## config.mk

```make
export PLATFORM = sky130hd
export DESIGN_NAME = uart_cfg
export DESIGN_NICKNAME = d
export VERILOG_FILES = /design/src/rtl/uart_pkg.sv /design/src/rtl/uart_bit_timer.sv /design/src/rtl/uart_cfg.sv
export SDC_FILE = /design/constraint.sdc
export NUM_CORES = 1
export LEC_CHECK = 0
export CAP_MARGIN = 30
export CORE_MARGIN = 2
export CORE_UTILIZATION = 40
export DETAILED_ROUTE_END_ITERATION = 6
export PLACE_DENSITY = 0.57
export RECOVER_POWER = 25
export SETUP_SLACK_MARGIN = 0.15
export SLEW_MARGIN = 15
export SYNTH_ARGS = -nofsm -noshare
export SYNTH_HDL_FRONTEND = slang
export SYNTH_HIERARCHICAL = 1
export SYNTH_SLANG_ARGS = --single-unit
```

## constraint.sdc

```tcl
create_clock -name clk -period 2.78 [get_ports clk]
set_input_delay 0.278 -clock clk [delete_from_list [all_inputs] [get_ports clk]]
set_output_delay 0.278 -clock clk [all_outputs]
set_load 0.02 [all_outputs]
```

## src/rtl/uart_pkg.sv

```systemverilog
// uart_pkg: state encodings shared by the TX and RX FSMs of uart_cfg, plus
// the parity helper used on both the transmit and the receive path.
//   ST_IDLE .. ST_STOP : 3-bit FSM state codes
//   parity_of()        : XOR-reduce of a zero-extended payload, optionally inverted
package uart_pkg;

    localparam logic [2:0] ST_IDLE   = 3'd0;
    localparam logic [2:0] ST_START  = 3'd1;
    localparam logic [2:0] ST_DATA   = 3'd2;
    localparam logic [2:0] ST_PARITY = 3'd3;
    localparam logic [2:0] ST_STOP   = 3'd4;

    // Payloads narrower than 9 bits are zero-extended by the caller; the
    // extra zeros do not change the XOR.
    function automatic logic parity_of(input logic [8:0] data, input logic odd);
        return (^data) ^ odd;
    endfunction

endpackage

```

## src/rtl/uart_bit_timer.sv

```systemverilog
// uart_bit_timer: baud counter for one direction of the UART.
//   clk, rst : clock, asynchronous active-high reset
//   restart  : hold the counter at zero (used while the owning FSM is idle)
//   half     : count a half bit period instead of a full one
//   tick     : high for one cycle at the end of the current period
module uart_bit_timer #(
    parameter int CLKS_PER_BIT = 16
) (
    input  logic clk,
    input  logic rst,
    input  logic restart,
    input  logic half,
    output logic tick
);

    localparam int CNT_W = (CLKS_PER_BIT > 1) ? $clog2(CLKS_PER_BIT) : 1;
    localparam logic [CNT_W-1:0] FULL_LAST = CNT_W'(CLKS_PER_BIT - 1);
    localparam logic [CNT_W-1:0] HALF_LAST = CNT_W'(CLKS_PER_BIT / 2 - 1);

    logic [CNT_W-1:0] cnt_q;
    logic [CNT_W-1:0] cnt_d;

    // Terminal-count decode and wrap at CLKS_PER_BIT-1 rather than 2^n.
    always_comb begin
        tick = 1'b0;
        if (restart) begin
            cnt_d = {CNT_W{1'b0}};
        end else if (cnt_q == (half ? HALF_LAST : FULL_LAST)) begin
            tick  = 1'b1;
            cnt_d = {CNT_W{1'b0}};
        end else begin
            cnt_d = cnt_q + CNT_W'(1);
        end
    end

    // Counter register.
    always_ff @(posedge clk or posedge rst) begin
        if (rst) begin
            cnt_q <= {CNT_W{1'b0}};
        end else begin
            cnt_q <= cnt_d;
        end
    end

endmodule

```

## src/rtl/uart_cfg.sv

```systemverilog
// uart_cfg: parametrised full-duplex UART.
//   clk, rst           : clock, asynchronous active-high reset
//   tx_data/tx_valid   : frame to send, accepted when tx_valid && tx_ready
//   tx_ready           : TX idle (or on its last stop cycle) and able to accept
//   tx                 : serial output, idle high
//   rx                 : serial input, asynchronous to clk
//   rx_data            : last received payload, held until the next rx_valid
//   rx_valid           : one-cycle strobe at the stop-bit centre
//   rx_parity_err      : parity mismatch, qualified by rx_valid
//   rx_frame_err       : stop bit sampled low, qualified by rx_valid
module uart_cfg
    import uart_pkg::*;
#(
    parameter int CLKS_PER_BIT = 16,
    parameter int DATA_BITS    = 8,
    parameter int PARITY_EN    = 0,
    parameter int PARITY_ODD   = 0,
    parameter int STOP_BITS    = 1
) (
    input  logic                 clk,
    input  logic                 rst,
    input  logic [DATA_BITS-1:0] tx_data,
    input  logic                 tx_valid,
    output logic                 tx_ready,
    output logic                 tx,
    input  logic                 rx,
    output logic [DATA_BITS-1:0] rx_data,
    output logic                 rx_valid,
    output logic                 rx_parity_err,
    output logic                 rx_frame_err
);

    localparam int BCNT_W = $clog2(DATA_BITS + 1);
    localparam logic [BCNT_W-1:0] LAST_DATA = BCNT_W'(DATA_BITS - 1);
    localparam logic [BCNT_W-1:0] LAST_STOP = BCNT_W'(STOP_BITS - 1);
    localparam logic PAR_EN  = (PARITY_EN != 0);
    localparam logic PAR_ODD = (PARITY_ODD != 0);

    // ---------------- TX ----------------
    logic [2:0]           tx_state_q, tx_state_d;
    logic                 tx_q, tx_d;
    logic [DATA_BITS-1:0] tx_shift_q, tx_shift_d;
    logic [BCNT_W-1:0]    tx_bit_q, tx_bit_d;
    logic                 tx_par_q, tx_par_d;
    logic                 tx_tick, tx_restart, tx_last_stop, tx_ready_s, tx_accept;

    assign tx_restart = (tx_state_q == ST_IDLE);

    uart_bit_timer #(.CLKS_PER_BIT(CLKS_PER_BIT)) u_tx_timer (
        .clk     (clk),
        .rst     (rst),
        .restart (tx_restart),
        .half    (1'b0),
        .tick    (tx_tick)
    );

    // TX next state. tx_ready is decoded from registered state so it can rise
    // on the last stop cycle and let a new frame follow with no idle gap.
    // The stop-bit count reuses the data bit counter.
    always_comb begin
        tx_state_d   = tx_state_q;
        tx_d         = tx_q;
        tx_shift_d   = tx_shift_q;
        tx_bit_d     = tx_bit_q;
        tx_par_d     = tx_par_q;
        tx_last_stop = (tx_state_q == ST_STOP) && (tx_bit_q == LAST_STOP) && tx_tick;
        tx_ready_s   = (tx_state_q == ST_IDLE) || tx_last_stop;
        tx_accept    = tx_valid && tx_ready_s;
        case (tx_state_q)
            ST_IDLE: begin
                tx_d = 1'b1;
            end
            ST_START: begin
                if (tx_tick) begin
                    tx_d       = tx_shift_q[0];
                    tx_bit_d   = {BCNT_W{1'b0}};
                    tx_state_d = ST_DATA;
                end else begin
                    tx_d = 1'b0;
                end
            end
            ST_DATA: begin
                if (tx_tick) begin
                    if (tx_bit_q == LAST_DATA) begin
                        tx_bit_d = {BCNT_W{1'b0}};
                        if (PAR_EN) begin
                            tx_state_d = ST_PARITY;
                            tx_d       = tx_par_q;
                        end else begin
                            tx_state_d = ST_STOP;
                            tx_d       = 1'b1;
                        end
                    end else begin
                        tx_d       = tx_shift_q[1];
                        tx_shift_d = tx_shift_q >> 1;
                        tx_bit_d   = tx_bit_q + BCNT_W'(1);
                    end
                end else begin
                    tx_d = tx_q;
                end
            end
            ST_PARITY: begin
                if (tx_tick) begin
                    tx_state_d = ST_STOP;
                    tx_d       = 1'b1;
                end else begin
                    tx_d = tx_q;
                end
            end
            ST_STOP: begin
                if (tx_tick) begin
                    if (tx_bit_q == LAST_STOP) begin
                        tx_state_d = ST_IDLE;
                    end else begin
                        tx_bit_d = tx_bit_q + BCNT_W'(1);
                    end
                end else begin
                    tx_d = 1'b1;
                end
            end
            default: begin
                tx_state_d = ST_IDLE;
                tx_d       = 1'b1;
            end
        endcase
        if (tx_accept) begin
            tx_state_d = ST_START;
            tx_d       = 1'b0;
            tx_shift_d = tx_data;
            tx_par_d   = parity_of(9'(tx_data), PAR_ODD);
        end else begin
            tx_par_d = tx_par_q;
        end
    end

    // TX registers; tx idles high, also straight out of reset.
    always_ff @(posedge clk or posedge rst) begin
        if (rst) begin
            tx_state_q <= ST_IDLE;
            tx_q       <= 1'b1;
            tx_shift_q <= {DATA_BITS{1'b0}};
            tx_bit_q   <= {BCNT_W{1'b0}};
            tx_par_q   <= 1'b0;
        end else begin
            tx_state_q <= tx_state_d;
            tx_q       <= tx_d;
            tx_shift_q <= tx_shift_d;
            tx_bit_q   <= tx_bit_d;
            tx_par_q   <= tx_par_d;
        end
    end

    assign tx       = tx_q;
    assign tx_ready = tx_ready_s;

    // ---------------- RX ----------------
    logic [1:0]           rx_sync_q;
    logic                 rx_s;
    logic [2:0]           rx_state_q, rx_state_d;
    logic [DATA_BITS-1:0] rx_shift_q, rx_shift_d;
    logic [BCNT_W-1:0]    rx_bit_q, rx_bit_d;
    logic                 rx_perr_acc_q, rx_perr_acc_d;
    logic [DATA_BITS-1:0] rx_data_q, rx_data_d;
    logic                 rx_valid_q, rx_valid_d;
    logic                 rx_perr_q, rx_perr_d;
    logic                 rx_ferr_q, rx_ferr_d;
    logic                 rx_tick, rx_restart, rx_half;

    assign rx_s       = rx_sync_q[1];
    assign rx_restart = (rx_state_q == ST_IDLE);
    assign rx_half    = (rx_state_q == ST_START);

    uart_bit_timer #(.CLKS_PER_BIT(CLKS_PER_BIT)) u_rx_timer (
        .clk     (clk),
        .rst     (rst),
        .restart (rx_restart),
        .half    (rx_half),
        .tick    (rx_tick)
    );

    // RX next state: half period into START to find the bit centre, then a
    // full period per bit. Leaving STOP straight to IDLE lets a held-low line
    // restart a frame at once.
    always_comb begin
        rx_state_d    = rx_state_q;
        rx_shift_d    = rx_shift_q;
        rx_bit_d      = rx_bit_q;
        rx_perr_acc_d = rx_perr_acc_q;
        rx_data_d     = rx_data_q;
        rx_valid_d    = 1'b0;
        rx_perr_d     = rx_perr_q;
        rx_ferr_d     = rx_ferr_q;
        case (rx_state_q)
            ST_IDLE: begin
                if (!rx_s) begin
                    rx_state_d    = ST_START;
                    rx_perr_acc_d = 1'b0;
                end else begin
                    rx_state_d = ST_IDLE;
                end
            end
            ST_START: begin
                if (rx_tick) begin
                    if (rx_s) begin
                        rx_state_d = ST_IDLE;
                    end else begin
                        rx_state_d = ST_DATA;
                        rx_bit_d   = {BCNT_W{1'b0}};
                    end
                end else begin
                    rx_state_d = ST_START;
                end
            end
            ST_DATA: begin
                if (rx_tick) begin
                    rx_shift_d = {rx_s, rx_shift_q[DATA_BITS-1:1]};
                    if (rx_bit_q == LAST_DATA) begin
                        rx_bit_d   = {BCNT_W{1'b0}};
                        rx_state_d = PAR_EN ? ST_PARITY : ST_STOP;
                    end else begin
                        rx_bit_d = rx_bit_q + BCNT_W'(1);
                    end
                end else begin
                    rx_state_d = ST_DATA;
                end
            end
            ST_PARITY: begin
                if (rx_tick) begin
                    rx_perr_acc_d = (rx_s != parity_of(9'(rx_shift_q), PAR_ODD));
                    rx_state_d    = ST_STOP;
                end else begin
                    rx_state_d = ST_PARITY;
                end
            end
            ST_STOP: begin
                if (rx_tick) begin
                    rx_data_d  = rx_shift_q;
                    rx_valid_d = 1'b1;
                    rx_ferr_d  = !rx_s;
                    rx_perr_d  = PAR_EN ? rx_perr_acc_q : 1'b0;
                    rx_state_d = ST_IDLE;
                end else begin
                    rx_state_d = ST_STOP;
                end
            end
            default: begin
                rx_state_d = ST_IDLE;
            end
        endcase
    end

    // RX registers, including the 2-flop synchroniser that idles high.
    always_ff @(posedge clk or posedge rst) begin
        if (rst) begin
            rx_sync_q     <= 2'b11;
            rx_state_q    <= ST_IDLE;
            rx_shift_q    <= {DATA_BITS{1'b0}};
            rx_bit_q      <= {BCNT_W{1'b0}};
            rx_perr_acc_q <= 1'b0;
            rx_data_q     <= {DATA_BITS{1'b0}};
            rx_valid_q    <= 1'b0;
            rx_perr_q     <= 1'b0;
            rx_ferr_q     <= 1'b0;
        end else begin
            rx_sync_q     <= {rx_sync_q[0], rx};
            rx_state_q    <= rx_state_d;
            rx_shift_q    <= rx_shift_d;
            rx_bit_q      <= rx_bit_d;
            rx_perr_acc_q <= rx_perr_acc_d;
            rx_data_q     <= rx_data_d;
            rx_valid_q    <= rx_valid_d;
            rx_perr_q     <= rx_perr_d;
            rx_ferr_q     <= rx_ferr_d;
        end
    end

    assign rx_data       = rx_data_q;
    assign rx_valid      = rx_valid_q;
    assign rx_parity_err = rx_perr_q;
    assign rx_frame_err  = rx_ferr_q;

endmodule

```

== Word-level counts from Yosys, hierarchy flattened ==
Cells that the tools add are included.

* Logic and storage cells: 114
* Bits in registers: 51

* Equal/unequal tests: 29
* Mux-type cells: 49
* Add/subtract/negate cells: 4
* Reduce and logical (&&, ||, !) cells: 19

{| class="wikitable"
|+ Operators by type and width
! kind !! count
|-
| two-way mux 4 bit || 14
|-
| two-way mux 3 bit || 12
|-
| two-way mux 8 bit || 4
|-
| one-hot mux 3 bit (5 select lines) || 2
|-
| inequality test 3 bit (second input constant) || 7
|-
| adder 4 x 1 -> 4 bit (second input constant) || 4
|-
| inequality test 2 bit (second input constant) || 8
|-
| two-way mux 1 bit || 13
|-
| equality test 3 x 2 -> 1 bit (second input constant) || 4
|-
| one-hot mux 4 bit (3 select lines) || 1
|-
| equality test 4 x 3 -> 1 bit (second input constant) || 2
|-
| one-hot mux 4 bit (2 select lines) || 1
|-
| AND reduction 7 bit || 1
|-
| equality test 3 x 1 -> 1 bit (second input constant) || 2
|-
| equality test 3 bit (second input constant) || 2
|-
| zero test 3 bit || 2
|-
| AND reduction 3 bit || 2
|-
| nonzero test 2 bit || 3
|-
| AND reduction 5 bit || 1
|-
| equality test 4 bit || 1
|-
| equality test 4 bit (second input constant) || 1
|-
| zero test 4 bit || 1
|-
| one-hot mux 1 bit (4 select lines) || 1
|-
| AND reduction 2 bit || 2
|-
| 8 further kinds || 10
|}

== Longest topological paths before layout ==
Gate-level depths: netlist of the first run.

* Depth in word-level cells: 8
* Gate-level depth with buffers: 9

== Modules after synthesis ==
Netlist of the first run, hierarchy kept.

{| class="wikitable"
|+ By module, submodules not included
! module !! area each (um^2) !! times used !! sequential area each (um^2) !! cells an instance
|-
| uart_cfg || 2057.0 || 1 || 1079.8 || 183
|-
| uart_bit_timer || 198.9 || 2 || 100.1 || 19
|}

== Least setup slack after synthesis of the first run ==
OpenSTA, ideal clock, no wires.

* Kind: register to register
* Start point: register rx_state_q[0]
* End point: register rx_data_q[0] (netlist: rx_data[0])
* Path slack: 534 ps
* Arrival: 2119 ps
* Period minus slack after synthesis: 2246 ps
* Setup time: 128 ps
* Cell stages (with the launch flop): 8
* Cells stage by stage: dfrtp_1 > buf_2 > nor3b_1 > xor2_1 > nor3b_1 > and3_1 > buf_2 > mux2_1

* Word-level cells in the longest chain between the ends: 6
* Elaborated cells between the ends (all ways): 8
* Those cells by class: eq/ne: 3; mux: 3; reduce/logical: 2

{| class="wikitable"
|+ RTL lines
! item !! RTL line !! text
|-
| start, declared || uart_cfg.sv:159 || <nowiki>logic [2:0] rx_state_q, rx_state_d;</nowiki>
|-
| start signal, assigned || uart_cfg.sv:266 || <nowiki>rx_state_q <= rx_state_d;</nowiki>
|-
| equality test 3 x 1 -> 1 bit || uart_cfg.sv:171 || <nowiki>assign rx_half = (rx_state_q == ST_START);</nowiki>
|-
| via rx_half || uart_cfg.sv:167 || <nowiki>logic rx_tick, rx_restart, rx_half;</nowiki>
|-
| two-way mux 4 bit || uart_bit_timer.sv:28 || <nowiki>end else if (cnt_q == (half ? HALF_LAST : FULL_LAST)) begin</nowiki>
|-
| equality test 4 bit || uart_bit_timer.sv:28 ||
|-
| two-way mux 1 bit || uart_bit_timer.sv:28 ||
|-
| two-way mux 1 bit || uart_bit_timer.sv:26 || <nowiki>if (restart) begin</nowiki>
|-
| via rx_tick || uart_cfg.sv:167 ||
|-
| AND reduction 2 bit (no source line) || - ||
|-
| end signal, assigned || uart_cfg.sv:260 || <nowiki>rx_data_q <= {DATA_BITS{1'b0}};</nowiki>
|-
| end signal, assigned || uart_cfg.sv:270 || <nowiki>rx_data_q <= rx_data_d;</nowiki>
|-
| end, declared || uart_cfg.sv:163 || <nowiki>logic [DATA_BITS-1:0] rx_data_q, rx_data_d;</nowiki>
|}

The timed path passes the listed nets, and every way through them passes these cells.
A chain may end at the register's enable or synchronous reset.

== Final worst setup path of the first run ==
* Start point: register rx_state_q[0]
* End point: register rx_data_q[3] (netlist: rx_data[3])

Same word-level chain as after synthesis.

==> results.json, run 1 <==
{
  "synth_cells": 221,
  "worst-endpoint-arrival_ns": 2.58,
  "worst_path_dominant_cell_family": "simple AND/OR/NAND/NOR gates",
  "fill_cells": 564,
  "clk_pin_slew_ns": 0.09,
  "routed_wl_um": 4400,
  "p_leak_nw": 1.34,
  "globalRouteOverflowTotal": 0,
  "ios": 25,
  "startpoint": "rx_state_q[0]",
  "slew_headroom_pct": 49.2,
  "crit_chain": "nor3b_1, xor2_1, nor3b_1, buf_4, and3_1, buf_4, mux2_1",
  "tns_ns": 0,
  "finalNonFillerCells": 332,
  "maxSlewViolCount": 0,
  "vias_per_cell": 5.17,
  "cpMaxStageDelayCell": "dfrtp_1",
  "dr.pass1.iters": 4,
  "hold_class": "input port to async pin",
  "rsz0062_at_grt": "false",
  "drcViolationCount": 0,
  "clockBufferDepth": 2,
  "max_freq_mhz": 417,
  "place_congestion": 0.820,
  "synth_area_mm2": 0.00245,
  "criticalPathCategory": "flip-flop to flip-flop",
  "rrSetupSlack_ns": 0.38,
  "die_x_um": 82.3,
  "fin_crit_ns": 2.40,
  "clk_latency_ns": 0.30,
  "p_per_area_mw_per_mm2": 737,
  "place_hpwl_um": 3230,
  "avgSynthCellArea_um2": 11.1,
  "clock_sinks": 51,
  "crit_buf_inv": 2,
  "worstSetupPathDepth": 7,
  "nNetsFinal": 273,
  "syn2layout_area_growth_pct": 19.9,
  "peakVddDrop_mv": 0.384,
  "timing.rr.end": "rx_data[3]",
  "vias": 1718,
  "max_stage_delay_ns": 0.53,
  "grt_pass1_wl_um": 7450,
  "drtIter0Drc": 54,
  "yosys_register_bits": 51,
  "endpoint": "rx_data[3]",
  "r2r_cells": 7,
  "path_max_fanout": 11,
  "cts_tree": "done",
  "ys_seq_area_share_pct": 52.1,
  "multi_input_area_mm2": 0.00110,
  "antenna_found_initial": 0,
  "start_kind": "flip-flop",
  "max_slew.worst_pin.slew_ns": 0.762,
  "grt_usage_pct": 14.3,
  "drive_gt1_share_pct": 15.2,
  "fp-row-count": 28,
  "io_buffers": 23,
  "register_area_mm2": 0.00128,
  "cts_buffers": 5,
  "fin_crit_sh_pct": 86.4,
  "start_util_pct": 41.5,
  "grt_max_degree": 25,
  "placed_cells": 324,
  "cap_violations": 0,
  "dieArea_mm2": 0.00678,
  "status": "complete, no violations",
  "final-hold-violation-count": 0,
  "crit_required_ns": 2.96,
  "coreArea_mm2": 0.00592,
  "cts_htree_levels": 2,
  "cts_root_buffer": "clkbuf_8",
  "setup_violations": 0,
  "ys_types": 49,
  "ant_nets": 0,
  "insertedDiodeCount": 0,
  "crit_path_end_kind": "flip-flop",
  "wl_per_cell_um": 13.3,
  "grt_pass1_vias": 1656,
  "die_h_um": 82.3,
  "r2r_start": "rx_state_q[0]",
  "ys_warn_count": 6,
  "fin_skew_ns": 0.00705
}
-- placed cells by master, fill, tap and decap left out, types with 3 or more instances in the layout --
| cell type | n |
|---|---|
| dfrtp_1 | 48 |
| inv_1 | 7 |
| xor2_1 | 3 |
| a22o_1 | 7 |
| nand2_1 | 16 |
| dfstp_2 | 3 |
| nor3b_1 | 4 |
| nor3b_2 | 3 |
| clkdlybuf4s50_1 | 20 |
| conb_1 | 4 |
| nor2b_1 | 7 |
| mux2_1 | 8 |
| clkbuf_8 | 6 |
| buf_4 | 11 |
| nand3_1 | 3 |
| nand2b_1 | 4 |
| nor2_1 | 7 |
| ha_1 | 5 |
| o31ai_1 | 3 |
| a21o_1 | 6 |
| mux2_2 | 8 |
| xnor2_1 | 3 |
| a21oi_1 | 8 |
| o21ai_0 | 18 |
| nor3_1 | 6 |
-- worst min path at each step --
stage | start | end | slack [ns] | cells past startpoint
2_1_floorplan | rst | u_rx_timer/cnt_q[0] | 0.04 | 1
3_3_place_gp | rx_sync_q[0] | rx_sync_q[1] | 0.35 | 0
3_5_place_dp | rx_sync_q[0] | rx_sync_q[1] | 0.35 | 0
4_1_cts | rst | u_tx_timer/cnt_q[0] | 0.23 | 2
5_1_grt | rst | u_tx_timer/cnt_q[1] | 0.37 | 2
6_report | rst | u_tx_timer/cnt_q[1] | 0.36 | 2
-- repair_timing --
action,4_1_cts,5_1_grt
endpoints found under the setup margin,1,1
resized for setup,1,1
hold buffers,0,0
buffers inserted,0,0
-- metrics by stage --
stage | total power [W] | hold WS (ns) | instance area, um2 | worst slack [ns] | utilization, %
final | 0.00217 | 0.358 | 2940 | 0.379 | 49.7
after global routing | 0.00235 | 0.365 | 2940 | 0.204 | 49.7
after CTS | 0.00220 | 0.232 | 2940 | 0.331 | 49.7
after detailed placement | 0.00166 | 0.347 | 2830 | 0.384 | 47.7
after global placement | 0.00166 | 0.346 | 2830 | 0.398 | 47.7
after floorplan | 0.00150 | 0.0441 | 2470 | 0.534 | -
-- metal layers --
metal | vias to the layer above | part of all wire (%) | track usage [%]
met5 | - | 0 | 0
met4 | 0 | 1.3 | 5.00
met3 | 6 | 1.9 | 2.93
met2 | 17 | 46 | 22.4
met1 | 840 | 51 | 19.6
li1 | 855 | - | -
-- state kept, by name, indices dropped and copies added, names as in the netlist --
signal            flops
u_tx_timer/cnt_q      4
tx_bit_q              4
rx_state_q            3
tx_shift_q            8
rx_shift_q            8
rx_frame_err          1
tx                    1
rx_data               8
u_rx_timer/cnt_q      4
tx_state_q            3
rx_valid              1
rx_sync_q             2
rx_bit_q              4
-- synth_stat cells (all sizes together) --
cell type	n	share of area (%)
dfrtp	48	49
o21ai	19	3.9
mux2	16	7.3
nand2	16	2.4
buf	10	2.2
inv	9	1.4
a21oi	8	1.6
nor2	8	1.3
a22o	7	2.5
nor2b	7	1.8
nor3	7	1.9
nor3b	7	2.5
a21o	6	1.8
ha	5	2.5
a21boi	4	1.4
nand2b	4	1.0
dfstp	3	3.2
nand3	3	0.61
o31ai	3	0.92
xnor2	3	1.1
xor2	3	1.1
a311oi	2	0.71
a41oi	2	0.71
and2	2	0.51
and3b	2	0.71
nand4bb	2	0.92
nor4b	2	0.71
or2	2	0.51
a211o	1	0.36
a211oi	1	0.31
a221o	1	0.41
a2bb2oi	1	0.36
a311o	1	0.41
and3	1	0.26
conb	1	0.15
mux2i	1	0.41
nor4	1	0.26
o211ai	1	0.31
or3b	1	0.46
-- report_power, final --
group	internal [W]	switching (W)	total, W
sequential	0.000905	0.000155	0.00106
clock	0.000291	0.000231	0.000523
combinational	0.000300	0.000288	0.000588
total	0.00150	0.000674	0.00217
-- final cells by class --
type	count	area share, %
well taps	75	3.19
inverters	9	1.15
repair buffers	35	10.7
clock inverters	2	1.19
multi-input cells	154	37.5
clock buffers	6	2.81
flip-flops and latches	51	43.5
-- logic make-up (layout without fill, tap and decap cells) --
| family | after synthesis | count (layout) | share of synthesized area [%] |
|---|---|---|---|
| and+or+nand+nor | 65 | 65 | 16.0 |
| AOI/OAI and AO/OA | 57 | 57 | 15.7 |
| DFF | 51 | 51 | 52.1 |
| buffers and inverters | 19 | 52 | 3.62 |
| muxes | 17 | 17 | 7.75 |
| xor gates and xnor gates | 6 | 6 | 2.14 |
| adders and majority gates | 5 | 5 | 2.55 |
| other | 1 | 4 | 0.153 |
Note: power is estimated with default switching activity, not from simulation.
==> run 2: changes to the inputs <==
- CORE_ASPECT_RATIO: unset -> 1.5
==> run 2 against run 1 <==
Effect of this change:
- largest cell class unchanged
- non-clock buffer count down 4
- clock skew up 0.0045 ns
- global-route usage up 0.86 points
- first-iteration DRC count up 94%
- via count about the same
- clock power down 15%
==> results.json, run 2 (synthesis gave the netlist of run 1 again) <==
{
  "worst-endpoint-arrival_ns": 2.13,
  "max_slew.worst_pin.slew_ns": 1.08,
  "final-hold-violation-count": 0,
  "pre_cts_ws_ns": 0.334,
  "hold_class": "input port to async pin",
  "crit_required_ns": 2.50,
  "cts_root_buffer": "clkbuf_8",
  "p_leak_nw": 1.31,
  "clk_latency_ns": 0.30,
  "clock_sinks": 51,
  "final_common_cell": "dfrtp_1",
  "cap_violations": 0,
  "insertedDiodeCount": 0,
  "tns_ns": 0,
  "peakVddDrop_mv": 0.369,
  "vias": 1719,
  "ios": 25,
  "dr.pass1.iters": 4,
  "fin_total_pwr_w": 0.00209,
  "io_buffers": 23,
  "wl_per_cell_um": 13.5,
  "drive_gt1_share_pct": 14.6,
  "place_congestion": 0.741,
  "grt_max_degree": 44,
  "grt_usage_pct": 15.1,
  "setup_violations": 0,
  "syn2layout_area_growth_pct": 17.9,
  "start_util_pct": 40.6,
  "grt_pass1_wl_um": 7860,
  "p_per_area_mw_per_mm2": 722,
  "clk_pin_slew_ns": 0.09,
  "r2r_cells": 5,
  "timing.rr.end": "rx_data[5]",
  "fin_skew_ns": 0.0115,
  "ant_nets": 0,
  "layout_common_cells": "dfrtp_1, clkdlybuf4s50_1, o21ai_0",
  "die_x_um": 68.0,
  "clockBufferDepth": 2,
  "max_freq_mhz": 415,
  "grt_pass1_vias": 1712,
  "globalRouteOverflowTotal": 0,
  "path_max_fanout": 4,
  "criticalPathCategory": "flip-flop to output pin",
  "fin_crit_sh_pct": 86.6,
  "r2r_start": "rx_state_q[0]",
  "routed_wl_um": 4420,
  "nNetsFinal": 269,
  "antenna_found_initial": 0,
  "coreArea_mm2": 0.00604,
  "slew_headroom_pct": 27.7,
  "dieArea_mm2": 0.00679,
  "crit_path_end_kind": "output pin",
  "max_stage_delay_ns": 0.40,
  "crit_chain": "ha_1, nand2_1, nor3b_1, nand4bb_1, a211oi_1, dlygate4sd2_1",
  "cts_tree": "done",
  "fin_crit_ns": 2.41,
  "place_hpwl_um": 3170,
  "cts_buffers": 5,
  "drtIter0Drc": 105,
  "fp-row-count": 35,
  "final.setup.worst_slack_ns": 0.373,
  "status": "complete, no violations",
  "die_h_um": 99.9,
  "cts-hold-fix-buffers": 0,
  "cts_htree_levels": 2,
  "maxSlewViolCount": 0,
  "cpMaxStageDelayCell": "dfrtp_1",
  "rsz0062_at_grt": "false",
  "rrSetupSlack_ns": 0.42,
  "start_kind": "flip-flop",
  "drcViolationCount": 0,
  "vias_per_cell": 5.26
}
run 2: layer usage:
layer  up-vias  part of all wire, %  global-route usage [%]
li1        842                    -                       -
met1       852                   44                    18.6
met2        21                   52                    25.4
met3         4                  2.6                    3.25
met4         0                  1.6                    5.85
met5         -                    0                       0
run 2: worst max path at each step:
stage | start | endpoint | slack, ns | cells after the start
after floorplan | rx_state_q[0] | rx_data[0] | 0.53 | 7
after global placement | rx_state_q[0] | rx_data[5] | 0.40 | 5
after detailed placement | rx_state_q[0] | rx_data[5] | 0.33 | 5
after CTS | rx_state_q[0] | rx_data[5] | 0.30 | 5
after global routing | u_tx_timer/cnt_q[0] | tx_ready | 0.15 | 6
final | u_tx_timer/cnt_q[0] | tx_ready | 0.37 | 6
run 2: power by group:
part	internal, W	switching [W]
Clock	0.000187	0.000256
Combinational	0.000296	0.000290
Sequential	0.000905	0.000156
run 2: cell type report:
type / instances / area (um2)
Timing Repair Buffer: 31 / 287
Fill cell: 593 / 3150
Multi-Input combinational cell: 154 / 1100
Clock buffer: 5 / 68.8
Tap cell: 74 / 92.6
Inverter: 9 / 33.8
Sequential cell: 51 / 1280
Clock inverter: 3 / 28.8
run 2: worst max-delay path, delay by kind of cell, from the launching register on:
| kind | cells | cell delay, ns |
|---|---|---|
| AND/OR/NAND/NOR | 3 | 0.57 |
| buffers and inverters | 1 | 0.36 |
| flip-flops | 1 | 0.40 |
| AO/OA/AOI/OAI | 1 | 0.27 |
| adder cells (fa/ha/maj) | 1 | 0.24 |
run 2: metrics by stage:
stage | std cells | hold slack [ns] | cell area, um2 | util (%)
floorplan | 224 | 0.0441 | 2470 | -
global placement | 319 | 0.351 | 2790 | 46.2
detailed placement | 319 | 0.347 | 2790 | 46.2
CTS | 327 | 0.190 | 2890 | 47.8
global route | 327 | 0.344 | 2890 | 47.9
finish | 327 | 0.328 | 2890 | 47.9
run 2: what timing repair did:
item | 4_1_cts | 5_1_grt
resized for setup | 1 | 2
endpoints found under the setup margin | 1 | 20
buffers inserted | 0 | 0
